[config.mk]
export PLATFORM = sky130hd
export DESIGN_NAME = lm_display_ctrl
export DESIGN_NICKNAME = d
export VERILOG_FILES = /design/src/rtl/lm_display_ctrl.sv
export SDC_FILE = /design/constraint.sdc
export NUM_CORES = 1
export LEC_CHECK = 0
export BUFFER_PORTS_ARGS = -buffer_cell sky130_fd_sc_hd__buf_2
export CAP_MARGIN = 0
export CORE_MARGIN = 4
export CORE_UTILIZATION = 60
export CTS_CLUSTER_SIZE = 14
export DETAILED_ROUTE_END_ITERATION = 10
export PLACE_DENSITY = 0.85
export SLEW_MARGIN = 20
export SYNTH_ARGS = -nofsm -noshare
export SYNTH_HDL_FRONTEND = slang
export SYNTH_SLANG_ARGS = --single-unit
[constraint.sdc]
create_clock -name clk -period 4.89 [get_ports clk]
set_input_delay 0.978 -clock clk [delete_from_list [all_inputs] [get_ports clk]]
set_output_delay 0.978 -clock clk [all_outputs]
set_load 0.1 [all_outputs]
[src/rtl/lm_display_ctrl.sv]
// -----------------------------------------------------------------------------
// lm_display_ctrl
// LED-manager back end. Pops entries (mode + pattern) from the LED-manager FIFO,
// which has a one-cycle registered read latency, and drives the board LEDs as
// steady, blinking, timed flash overlay, or cleared.
//
// Ports
//   clk         system clock
//   rst         asynchronous, active-high reset
//   rd_data     FIFO entry: [WIDTH+1:WIDTH] mode, [WIDTH-1:0] pattern
//   fifo_empty  FIFO has no entry
//   rd_en       pop strobe to the FIFO, one cycle per entry
//   leds        registered LED drive
//   busy        high while a flash overlay is running
//
// Modes: 00 steady, 01 blink, 10 timed flash with restore, 11 clear.
//
// Build option: define LM_BLINK_EN to build the blink counter and phase logic.
// Without it, mode 01 behaves exactly like steady mode 00.
// -----------------------------------------------------------------------------
module lm_display_ctrl #(
    parameter int WIDTH       = 8,
    parameter int BLINK_DIV   = 12_000_000,
    parameter int HOLD_CYCLES = 24_000_000
) (
    input  logic             clk,
    input  logic             rst,
    input  logic [WIDTH+1:0] rd_data,
    input  logic             fifo_empty,
    output logic             rd_en,
    output logic [WIDTH-1:0] leds,
    output logic             busy
);

    localparam int CNT_MAX = (BLINK_DIV > HOLD_CYCLES) ? BLINK_DIV : HOLD_CYCLES;
    localparam int CNT_W   = $clog2(CNT_MAX + 1);

    localparam logic [CNT_W-1:0] HOLD_LAST = CNT_W'(HOLD_CYCLES - 1);
    localparam logic [CNT_W-1:0] CNT_ONE   = CNT_W'(1);
    localparam logic [CNT_W-1:0] CNT_ZERO  = CNT_W'(0);

    localparam logic [1:0] MODE_STEADY = 2'b00;
    localparam logic [1:0] MODE_BLINK  = 2'b01;
    localparam logic [1:0] MODE_FLASH  = 2'b10;
    localparam logic [1:0] MODE_CLEAR  = 2'b11;

    typedef enum logic [1:0] {
        ST_IDLE  = 2'b00,
        ST_FETCH = 2'b01,
        ST_HOLD  = 2'b10
    } state_t;

    state_t           state_r;
    state_t           state_s;
    logic             rd_en_s;
    logic [1:0]       mode_s;
    logic [WIDTH-1:0] pattern_s;
    logic [WIDTH-1:0] base_r;
    logic [WIDTH-1:0] base_s;
    logic [WIDTH-1:0] leds_r;
    logic [WIDTH-1:0] leds_s;
    logic [WIDTH-1:0] restore_view_s;
    logic [CNT_W-1:0] hold_cnt_r;
    logic             hold_done_s;
    logic             busy_r;

    // Blink view as seen by the shared LED datapath.
    logic             blink_on_s;
    logic             phase_s;
    logic             blink_wrap_s;

    assign mode_s      = rd_data[WIDTH+1:WIDTH];
    assign pattern_s   = rd_data[WIDTH-1:0];
    assign hold_done_s = (state_r == ST_HOLD) && (hold_cnt_r == HOLD_LAST);

`ifdef LM_BLINK_EN
    localparam logic [CNT_W-1:0] BLINK_LAST = CNT_W'(BLINK_DIV - 1);

    logic             blink_on_r;
    logic             phase_r;
    logic [CNT_W-1:0] blink_cnt_r;
    logic             blink_run_s;
    logic             fetch_blink_s;
    logic             fetch_stop_s;

    // The blink counter freezes for the whole flash overlay.
    assign blink_run_s   = blink_on_r && (state_r != ST_HOLD);
    assign blink_wrap_s  = blink_run_s && (blink_cnt_r == BLINK_LAST);
    assign fetch_blink_s = (state_r == ST_FETCH) && (mode_s == MODE_BLINK);
    assign fetch_stop_s  = (state_r == ST_FETCH) &&
                           ((mode_s == MODE_STEADY) || (mode_s == MODE_CLEAR));
    assign blink_on_s    = blink_on_r;
    assign phase_s       = phase_r;

    // Blink enable, half-period counter and ON/OFF phase.
    always_ff @(posedge clk or posedge rst) begin
        if (rst) begin
            blink_on_r  <= 1'b0;
            phase_r     <= 1'b1;
            blink_cnt_r <= CNT_ZERO;
        end else if (fetch_blink_s) begin
            // A new blink entry always restarts in the ON phase.
            blink_on_r  <= 1'b1;
            phase_r     <= 1'b1;
            blink_cnt_r <= CNT_ZERO;
        end else if (fetch_stop_s) begin
            blink_on_r  <= 1'b0;
            phase_r     <= 1'b1;
            blink_cnt_r <= CNT_ZERO;
        end else if (blink_wrap_s) begin
            blink_on_r  <= blink_on_r;
            phase_r     <= ~phase_r;
            blink_cnt_r <= CNT_ZERO;
        end else if (blink_run_s) begin
            blink_on_r  <= blink_on_r;
            phase_r     <= phase_r;
            blink_cnt_r <= blink_cnt_r + CNT_ONE;
        end else begin
            blink_on_r  <= blink_on_r;
            phase_r     <= phase_r;
            blink_cnt_r <= blink_cnt_r;
        end
    end
`else
    assign blink_on_s   = 1'b0;
    assign phase_s      = 1'b1;
    assign blink_wrap_s = 1'b0;
`endif

    // Next-state and pop strobe; pops are only issued from IDLE.
    always_comb begin
        state_s = state_r;
        rd_en_s = 1'b0;
        case (state_r)
            ST_IDLE: begin
                rd_en_s = !fifo_empty;
                if (!fifo_empty) begin
                    state_s = ST_FETCH;
                end else begin
                    state_s = ST_IDLE;
                end
            end
            ST_FETCH: begin
                if (mode_s == MODE_FLASH) begin
                    state_s = ST_HOLD;
                end else begin
                    state_s = ST_IDLE;
                end
            end
            ST_HOLD: begin
                if (hold_done_s) begin
                    state_s = ST_IDLE;
                end else begin
                    state_s = ST_HOLD;
                end
            end
            default: begin
                state_s = ST_IDLE;
            end
        endcase
    end

    // State register and the registered busy flag.
    always_ff @(posedge clk or posedge rst) begin
        if (rst) begin
            state_r <= ST_IDLE;
            busy_r  <= 1'b0;
        end else begin
            state_r <= state_s;
            busy_r  <= (state_s == ST_HOLD);
        end
    end

    // Overlay duration counter; runs only in HOLD.
    always_ff @(posedge clk or posedge rst) begin
        if (rst) begin
            hold_cnt_r <= CNT_ZERO;
        end else if (state_r != ST_HOLD) begin
            hold_cnt_r <= CNT_ZERO;
        end else if (hold_done_s) begin
            hold_cnt_r <= CNT_ZERO;
        end else begin
            hold_cnt_r <= hold_cnt_r + CNT_ONE;
        end
    end

    // View restored after an overlay: the base, or the blink phase in effect.
    assign restore_view_s = (blink_on_s && !phase_s) ? {WIDTH{1'b0}} : base_r;

    // Base pattern and LED next values: entry decode wins over blink toggling.
    always_comb begin
        base_s = base_r;
        leds_s = leds_r;
        if (state_r == ST_FETCH) begin
            case (mode_s)
                MODE_STEADY, MODE_BLINK: begin
                    base_s = pattern_s;
                    leds_s = pattern_s;
                end
                MODE_FLASH: begin
                    leds_s = pattern_s;
                end
                MODE_CLEAR: begin
                    base_s = {WIDTH{1'b0}};
                    leds_s = {WIDTH{1'b0}};
                end
                default: begin
                    base_s = base_r;
                    leds_s = leds_r;
                end
            endcase
        end else if (hold_done_s) begin
            leds_s = restore_view_s;
        end else if (blink_wrap_s) begin
            // Phase is about to toggle, so show the view of the new phase.
            leds_s = phase_s ? {WIDTH{1'b0}} : base_r;
        end else begin
            leds_s = leds_r;
        end
    end

    // Base and LED registers.
    always_ff @(posedge clk or posedge rst) begin
        if (rst) begin
            base_r <= {WIDTH{1'b0}};
            leds_r <= {WIDTH{1'b0}};
        end else begin
            base_r <= base_s;
            leds_r <= leds_s;
        end
    end

    // The pop strobe is suppressed while reset is asserted.
    assign rd_en = rd_en_s && !rst;
    assign leds  = leds_r;
    assign busy  = busy_r;

endmodule

==> results.yml, run 1 <==
run_status:
  status: "complete, no violations"
floorplan:
  die_w_um: 69.49
  start_util: 0.6196
  coreArea_um2: 3661
  die_h_um: 69.49
  io_pins: 23
  rows: 22
  die-area_um2: 4828
cts:
  clock_latency_ns: 0.30
  htree_levels: 2
  clockBufferDepth: 2
  cts_tree: "yes"
  cts.repair.resized: 0
  clock-sinks: 44
  cts_buffers: 5
  clk_pin_slew_ns: 0.08
  cts-root-buf: "clkbuf_8"
  post_cts.repair.setup_buffers: 0
  hold_buffers: 0
worst_setup_path:
  crit_chain: "buf_2 > nor4_1 > buf_2"
  crit_path_max_fanout: 2
  path_buf_inv: 2
  crit_type: "primary input to output port"
  cpMaxStageDelayCell: "buf_2"
  critPathLaunchType: "primary input"
  path_delay_family: "buffers and inverters"
  arrival_ns: 1.74
  crit_cells: 3
  crit_required_ns: 3.91
  critPathMaxStageDelay_ns: 0.46
  startpoint: "fifo_empty"
  reg2reg_depth: 5
  r2r-start: "hold_cnt_r[0]"
  endpoint_kind: "output port"
  cpMostUsedCell: "buf_2"
yosys:
  synth_edf_count: 0
  synth_top_area_frac: 0.4854
  ys_seq_elements: 44
  syn_avg_cell_area_um2: 10.04
  synth.area.top_cells: "dfrtp_1 49%, xnor2_1 4.2%, nand4_1 4.1%, nor2_1 3.3%, a22o_1 3.1%"
  synth_top_area_cell: "dfrtp_1"
  synthArstFlopShare: 1.000
  synth_nets: 240
  ys_seq_area_frac: 0.4854
  synth_area_um2: 2268
  synth_cell_types: 44
  synthCells: 226
  ys_warn_count: 0
  ys.flop_type: "dfrtp_1"
power_and_ir_drop:
  pwr-share-clk: 0.203
  p_sw_frac: 0.4432
  leakagePower_uw: 0.0009580
  switching_power_uw: 520.5
  p_total_uw: 1174
  ir_worst_vdd_uv: 213.1
  p_comb_frac: 0.389
  p_seq_frac: 0.408
  p_int_uw: 653.7
  powerDensity_nw_per_um2: 469.7
global_route:
  grt_pass1_wl_um: 8645
  grt_use_total: 0.2155
  grt_pass1_vias: 1858
  antenna_found_initial: 0
  grt_overflow_total: 0
  grt_max_degree: 45
routing:
  route.detailed.drc: 0
  ant_nets: 0
  vias: 1869
  vias_per_cell: 6.336
  first_pass_iters: 4
  dr.first_iter.drc_count: 295
  routed_wl_um: 4815
  avgRoutedWirePerCell_um: 16.32
hold_path:
  min_from: "hold_cnt_r[0]"
  hold_class: "flip-flop to flip-flop"
  min_path_cells: 1
timing:
  fin_tns_setup_ns: 0
  finClkSkew_ns: 0.009300
  whs_ns: 0.4853
  tightestPinTransition_ns: 0.8328
  maxSlewHeadroom: 0.4418
  setup_viol: 0
  fmax_mhz: 367.3
  rsz0062_at_grt: "false"
  min_period_ns: 2.722
  post-route-period-util: 0.5567
  final-hold-violation-count: 0
  slew_violations: 0
placement:
  dp.cells: 287
  place_congestion: 0.8518
  portBuffers: 22
  dpl_cell_area_um2: 2397
  place_hpwl_um: 3222
final_layout:
  multi_input_area_um2: 1097
  drive_above_1_share: 0.1741
  layout.nets: 260
  register_area_um2: 1101
  fillCellCount: 273
  final_common_cell: "dfrtp_1"
  n_antenna_cell: 0
  design_area_um2: 2500
  final_cell_mix: "44 x dfrtp_1, 22 x buf_2, 20 x nor2_1"
  final_cells: 295
  syn2layout_area_growth_pct: 10.20
run:
  maxCapViolations: 0
[metrics by stage]
stage | utilization | setup WS [ns]
6_report | 0.6828 | 2.168
5_1_grt | 0.6828 | 2.081
4_1_cts | 0.6805 | 2.163
3_5_place_dp | 0.6548 | 2.164
3_3_place_gp | 0.6548 | 2.180
2_1_floorplan | - | 0.05970
[cell type report]
cell class,instances,area share
multi-input cells,164,0.4389
clock inverters,1,0.003003
well taps,48,0.02402
inverters,8,0.01201
repair buffers,23,0.04705
flip-flops and latches,44,0.4404
clock buffers,7,0.03453
[routing by layer]
layer  GRT usage  routed length, um
met2      0.3263               2333
met3     0.04493                228
met5           0                  0
met1      0.3065               2194
met4     0.07809                 59
[cells in the mapped netlist (2+ instances only)]
cell type / n
nand3b_1: 6
a21oi_2: 3
nor4_1: 7
nand2b_1: 2
a221oi_1: 2
a22oi_1: 6
nand2_1: 14
a31oi_1: 6
or4_4: 3
nand4_1: 15
o21ai_0: 2
nor3_1: 3
a21oi_1: 7
o21ai_1: 2
and3_1: 3
o31ai_1: 7
dfrtp_1: 44
clkbuf_1: 3
or3_1: 5
or4b_1: 3
nor2_1: 20
nand3_1: 9
or4_1: 5
buf_2: 4
o211ai_1: 2
a22o_1: 8
inv_1: 7
xor2_1: 2
xnor2_1: 11
[state kept, by name, indices dropped and copies added (netlist names)]
| register | count |
|---|---|
| state_r | 2 |
| base_r | 8 |
| busy | 1 |
| leds | 8 |
| hold_cnt_r | 25 |
[cell families after synthesis]
family          share of synthesized area
fa+ha+maj                        0.005515
flops                              0.4854
buf+inv                           0.03751
xor+xnor                          0.05019
simple gates                       0.2653
compound gates                     0.1561
[path summary, 6_finish.rpt]
path | to | slack, ns
setup reg to reg | hold_cnt_r[22] | 2.40
hold reg to reg | hold_cnt_r[0] | 0.49
min in group asynchronous | busy | 0.80
max in group asynchronous | hold_cnt_r[0] | 3.71
hold / removal | hold_cnt_r[0] | 0.49
setup / recovery | rd_en | 2.17
[power groups by stage]
stage	clock network (uW)	logic (uW)	registers, uW
after floorplan	0	198	660
after global placement	0	447	480
after detailed placement	0	457	483
after CTS	241	458	478
after global routing	260	486	487
final	239	457	479
Power figures use the tool's default switching activity.
==> run 2, diff against run 1 <==
CORE_UTILIZATION = 52   (was 60)
PLACE_DENSITY = 0.78   (was 0.85)
clock period = 2.25 ns   (was 4.89 ns; I/O delays follow)
==> results.yml, run 2 (same netlist as run 1, synthesis figures left out) <==
cts:
  hold_buffers: 0
  cts.repair.resized: 0
  cts_buffers: 5
  clock-sinks: 44
  clk_pin_slew_ns: 0.09
  cts_tree: "yes"
  htree_levels: 2
  clock_latency_ns: 0.30
  post_cts.repair.setup_buffers: 0
  cts-root-buf: "clkbuf_8"
  clockBufferDepth: 2
routing:
  dr.first_iter.drc_count: 181
  first_pass_iters: 4
  highest_layer: "met4"
  wl_met3_um: 335
  routed_wl_um: 4993
  dr_wl_met2_um: 2343
  route.detailed.drc: 0
  ant_nets: 0
  vias_per_cell: 6.146
  avgRoutedWirePerCell_um: 16.21
  vias: 1893
  met1_length_um: 2247
floorplan:
  coreArea_um2: 4115
  die_w_um: 74.05
  start_util: 0.5512
  die-area_um2: 5483
  die_h_um: 74.05
  io_pins: 23
  rows: 23
timing:
  final-hold-violation-count: 0
  maxSlewHeadroom: 0.6124
  fmax_mhz: 470.2
  setup_viol: 0
  post-route-period-util: 0.9452
  finClkSkew_ns: 0.01143
  final.setup.worst_slack_ns: 0.1232
  min_period_ns: 2.127
  whs_ns: 0.2936
  tightestPinTransition_ns: 0.5793
  slew_violations: 0
  rsz0062_at_grt: "false"
  fin_tns_setup_ns: 0
worst_setup_path:
  critPathLaunchType: "flip-flop"
  crit_required_ns: 2.47
  crit_chain: "ha_1 > nand4_2 > or4b_1 > or4_1 > a21oi_1"
  endpoint_kind: "flip-flop"
  crit_path_max_fanout: 7
  arrival_ns: 2.35
  crit_type: "flip-flop to flip-flop"
  rrSetupSlack_ns: 0.12
  critPathMaxStageDelay_ns: 0.57
  cpMaxStageDelayCell: "or4b_1"
  reg2reg_depth: 5
final_layout:
  drive_above_1_share: 0.2209
  final_cell_mix: "44 x dfrtp_1, 22 x buf_2, 20 x nor2_1"
  layout.nets: 271
  final_common_cell: "dfrtp_1"
  fillCellCount: 337
  largest_reg_flops: 25
  syn2layout_area_growth_pct: 15.83
  post-route-util: 0.6385
  n_antenna_cell: 0
  regMostFlops: "hold_cnt_r"
global_route:
  grt_use_total: 0.2048
  antenna_found_initial: 0
  grt_max_degree: 45
  grt_pass1_wl_um: 8652
  grt_pass1_vias: 1938
  grt_overflow_total: 0
power_and_ir_drop:
  p_seq_frac: 0.382
  leakagePower_uw: 0.001018
  p_int_uw: 1600
  pwr-share-clk: 0.239
  switching_power_uw: 1126
  ir_worst_vdd_uv: 443.8
  p_comb_frac: 0.379
  p_sw_frac: 0.4131
  powerDensity_nw_per_um2: 1037
placement:
  place_hpwl_um: 3534
  portBuffers: 22
  place_ws_ns: 0.1023
  place_congestion: 0.8060
run:
  maxCapViolations: 0
hold_path:
  hold_class: "primary input to async pin"
run_status:
  status: "complete, no violations"
run 2: stage by stage:
| step | power, uW | cell area [um2] | instances |
|---|---|---|---|
| floorplan | 1874 | 2283 | 226 |
| global placement | 2075 | 2497 | 300 |
| detailed placement | 2092 | 2497 | 300 |
| CTS | 2744 | 2624 | 308 |
| global route | 2877 | 2628 | 308 |
| finish | 2725 | 2628 | 308 |
run 2: critical path, delay by kind of cell, from the launching register on:
family / cells / cell delay, ns
fa+ha+maj: 1 / 0.24
simple gates: 3 / 1.28
compound gates: 1 / 0.15
flops: 1 / 0.39
run 2: cell type report:
type | count | area (um2) | share of cell area
Sequential cell | 44 | 1101 | 0.4190
Tap cell | 50 | 62.56 | 0.02381
Clock buffer | 7 | 96.34 | 0.03667
Multi-Input combinational cell | 164 | 1107 | 0.4214
Clock inverter | 1 | 30.03 | 0.01143
Timing Repair Buffer | 34 | 200.2 | 0.07619
Inverter | 8 | 30.03 | 0.01143
run 2: metal layers:
layer / track usage / vias up
li1: - / 916
met3: 0.05405 / 8
met5: 0 / -
met1: 0.2661 / 905
met2: 0.3287 / 64
met4: 0.07847 / 0
run 2: final timing paths:
kind	endpoint	start
worst max-delay path	hold_cnt_r[24]	hold_cnt_r[0]
worst min-delay path	leds[7]	rst
worst max register to register	hold_cnt_r[24]	hold_cnt_r[0]
worst min register to register	hold_cnt_r[0]	hold_cnt_r[0]
max in group asynchronous	hold_cnt_r[15]	rst
min in group clk	state_r[0]	fifo_empty
run 2: power groups by stage:
stage,Clock [uW],Combinational (uW),Sequential (uW)
2_1_floorplan,0,436,1440
3_3_place_gp,0,1030,1050
3_5_place_dp,0,1040,1050
4_1_cts,665,1040,1040
5_1_grt,697,1120,1060
6_report,651,1030,1040
==> run 3, diff against run 2 <==
CORE_UTILIZATION = 58   (was 52)
PLACE_DENSITY = 0.83   (was 0.78)
clock period = 2 ns   (was 2.25 ns; I/O delays follow)
==> results.yml, run 3 (same netlist as run 1, synthesis figures left out) <==
run_status:
  status: "complete, no violations"
placement:
  portBuffers: 22
  place_hpwl_um: 3796
  place_congestion: 0.8095
global_route:
  grt_use_total: 0.2240
  antenna_found_initial: 0
  grt_pass1_wl_um: 8894
  grt_max_degree: 35
  grt_pass1_vias: 1916
  grt_overflow_total: 0
worst_setup_path:
  reg2reg_depth: 5
  crit_required_ns: 2.23
  crit_path_max_fanout: 6
  crit_end: "hold_cnt_r[24]"
  cpMaxStageDelayCell: "or4b_4"
  critPathLaunchType: "flip-flop"
  crit_type: "flip-flop to flip-flop"
  path_delay_family: "simple AND/OR/NAND/NOR gates"
  startpoint: "hold_cnt_r[0]"
  crit_chain: "ha_2 > nand4_4 > or4b_4 > or4_1 > a21oi_1"
  crit_cells: 5
  critPathMaxStageDelay_ns: 0.54
  rr_endpoint: "hold_cnt_r[24]"
  r2r-start: "hold_cnt_r[0]"
  endpoint_kind: "flip-flop"
  rrSetupSlack_ns: 0.02
  arrival_ns: 2.20
  path_buf_inv: 0
routing:
  vias: 1990
  avgRoutedWirePerCell_um: 17.49
  dr.first_iter.drc_count: 188
  vias_per_cell: 6.278
  routed_wl_um: 5545
  first_pass_iters: 4
  ant_nets: 0
  route.detailed.drc: 0
cts:
  clock_latency_ns: 0.31
  cts_tree: "yes"
  cts-root-buf: "clkbuf_8"
  hold_buffers: 0
  clock-sinks: 44
  clockBufferDepth: 2
  cts_buffers: 5
  htree_levels: 2
  clk_pin_slew_ns: 0.09
final_layout:
  final_common_cell: "dfrtp_1"
  fillCellCount: 276
  register_area_um2: 1101
  drive_above_1_share: 0.2602
  n_antenna_cell: 0
  regMostFlops: "hold_cnt_r"
  layout.nets: 282
  multi_input_area_um2: 1124
  syn2layout_area_growth_pct: 20.02
  final_cell_mix: "44 x dfrtp_1, 21 x buf_2, 21 x buf_4"
  largest_reg_flops: 25
  post-route-util: 0.7327
timing:
  min_period_ns: 1.977
  slew_violations: 0
  maxSlewHeadroom: 0.5192
  rsz0062_at_grt: "true"
  finClkSkew_ns: 0.01224
  fmax_mhz: 505.9
  post-route-period-util: 0.9884
  final-hold-violation-count: 0
  setup_viol: 0
  tightestPinTransition_ns: 0.7212
power_and_ir_drop:
  ir_worst_vdd_uv: 705.6
  p_total_uw: 2986
  powerDensity_nw_per_um2: 1097
  leakagePower_uw: 0.001069
run:
  maxCapViolations: 0
floorplan:
  io_pins: 23
  die_w_um: 70.54
  rows: 22
  coreArea_um2: 3716
  die-area_um2: 4976
  start_util: 0.6104
  die_h_um: 70.54
hold_path:
  hold_class: "primary input to async pin"
==> run 3: worst register-to-register path: stages (launching register included) <==
cell	delay (ns)
dfrtp_1	0.37
ha_2	0.21
nand4_4	0.14
or4b_4	0.54
or4_1	0.48
a21oi_1	0.16
==> run 3: what timing repair did <==
| item | 4_1_cts | 5_1_grt |
|---|---|---|
| setup endpoints to repair | 0 | 24 |
| buffers inserted | 0 | 1 |
| gates resized for setup | 0 | 5 |
==> run 3: final cells by class <==
class,count,area share
clock buffer,6,0.03033
clock inverter,2,0.005515
inverter,8,0.01103
multi-input combinational,164,0.4127
sequential,44,0.4044
tap,48,0.02206
timing repair buffer,45,0.1140
==> run 3: metal layers <==
layer / up-vias / track usage / share of wire
li1: 942 / - / -
met1: 951 / 0.3059 / 0.43
met2: 81 / 0.3482 / 0.48
met3: 16 / 0.05966 / 0.062
met4: 0 / 0.07724 / 0.032
met5: - / 0 / 0
==> run 3: through the flow <==
| step | instances | instance area (um2) | hold WS, ns | worst slack [ns] | setup TNS (ns) |
|---|---|---|---|---|---|
| after floorplan | 226 | 2283 | 0.4503 | 0.06177 | 0 |
| after detailed placement | 308 | 2595 | 0.3924 | 0.04174 | 0 |
| final | 317 | 2723 | 0.05359 | 0.02319 | 0 |
| after CTS | 316 | 2693 | 0.06154 | 0.008377 | 0 |
| after global placement | 308 | 2595 | 0.3876 | 0.08027 | 0 |
| after global routing | 317 | 2723 | 0.06454 | -0.02481 | -0.02481 |
==> run 3: power by group <==
group          internal [uW]  total, uW  switching [uW]
Combinational            348       1220             874
Sequential              1040       1180             134
Clock                    280        588             309
==> run 3: worst min path at each step <==
| stage | end | slack [ns] |
|---|---|---|
| 2_1_floorplan | hold_cnt_r[0] | 0.45 |
| 3_3_place_gp | state_r[0] | 0.39 |
| 6_report | state_r[0] | 0.05 |
| 5_1_grt | state_r[1] | 0.06 |
| 4_1_cts | state_r[0] | 0.06 |
| 3_5_place_dp | state_r[0] | 0.39 |
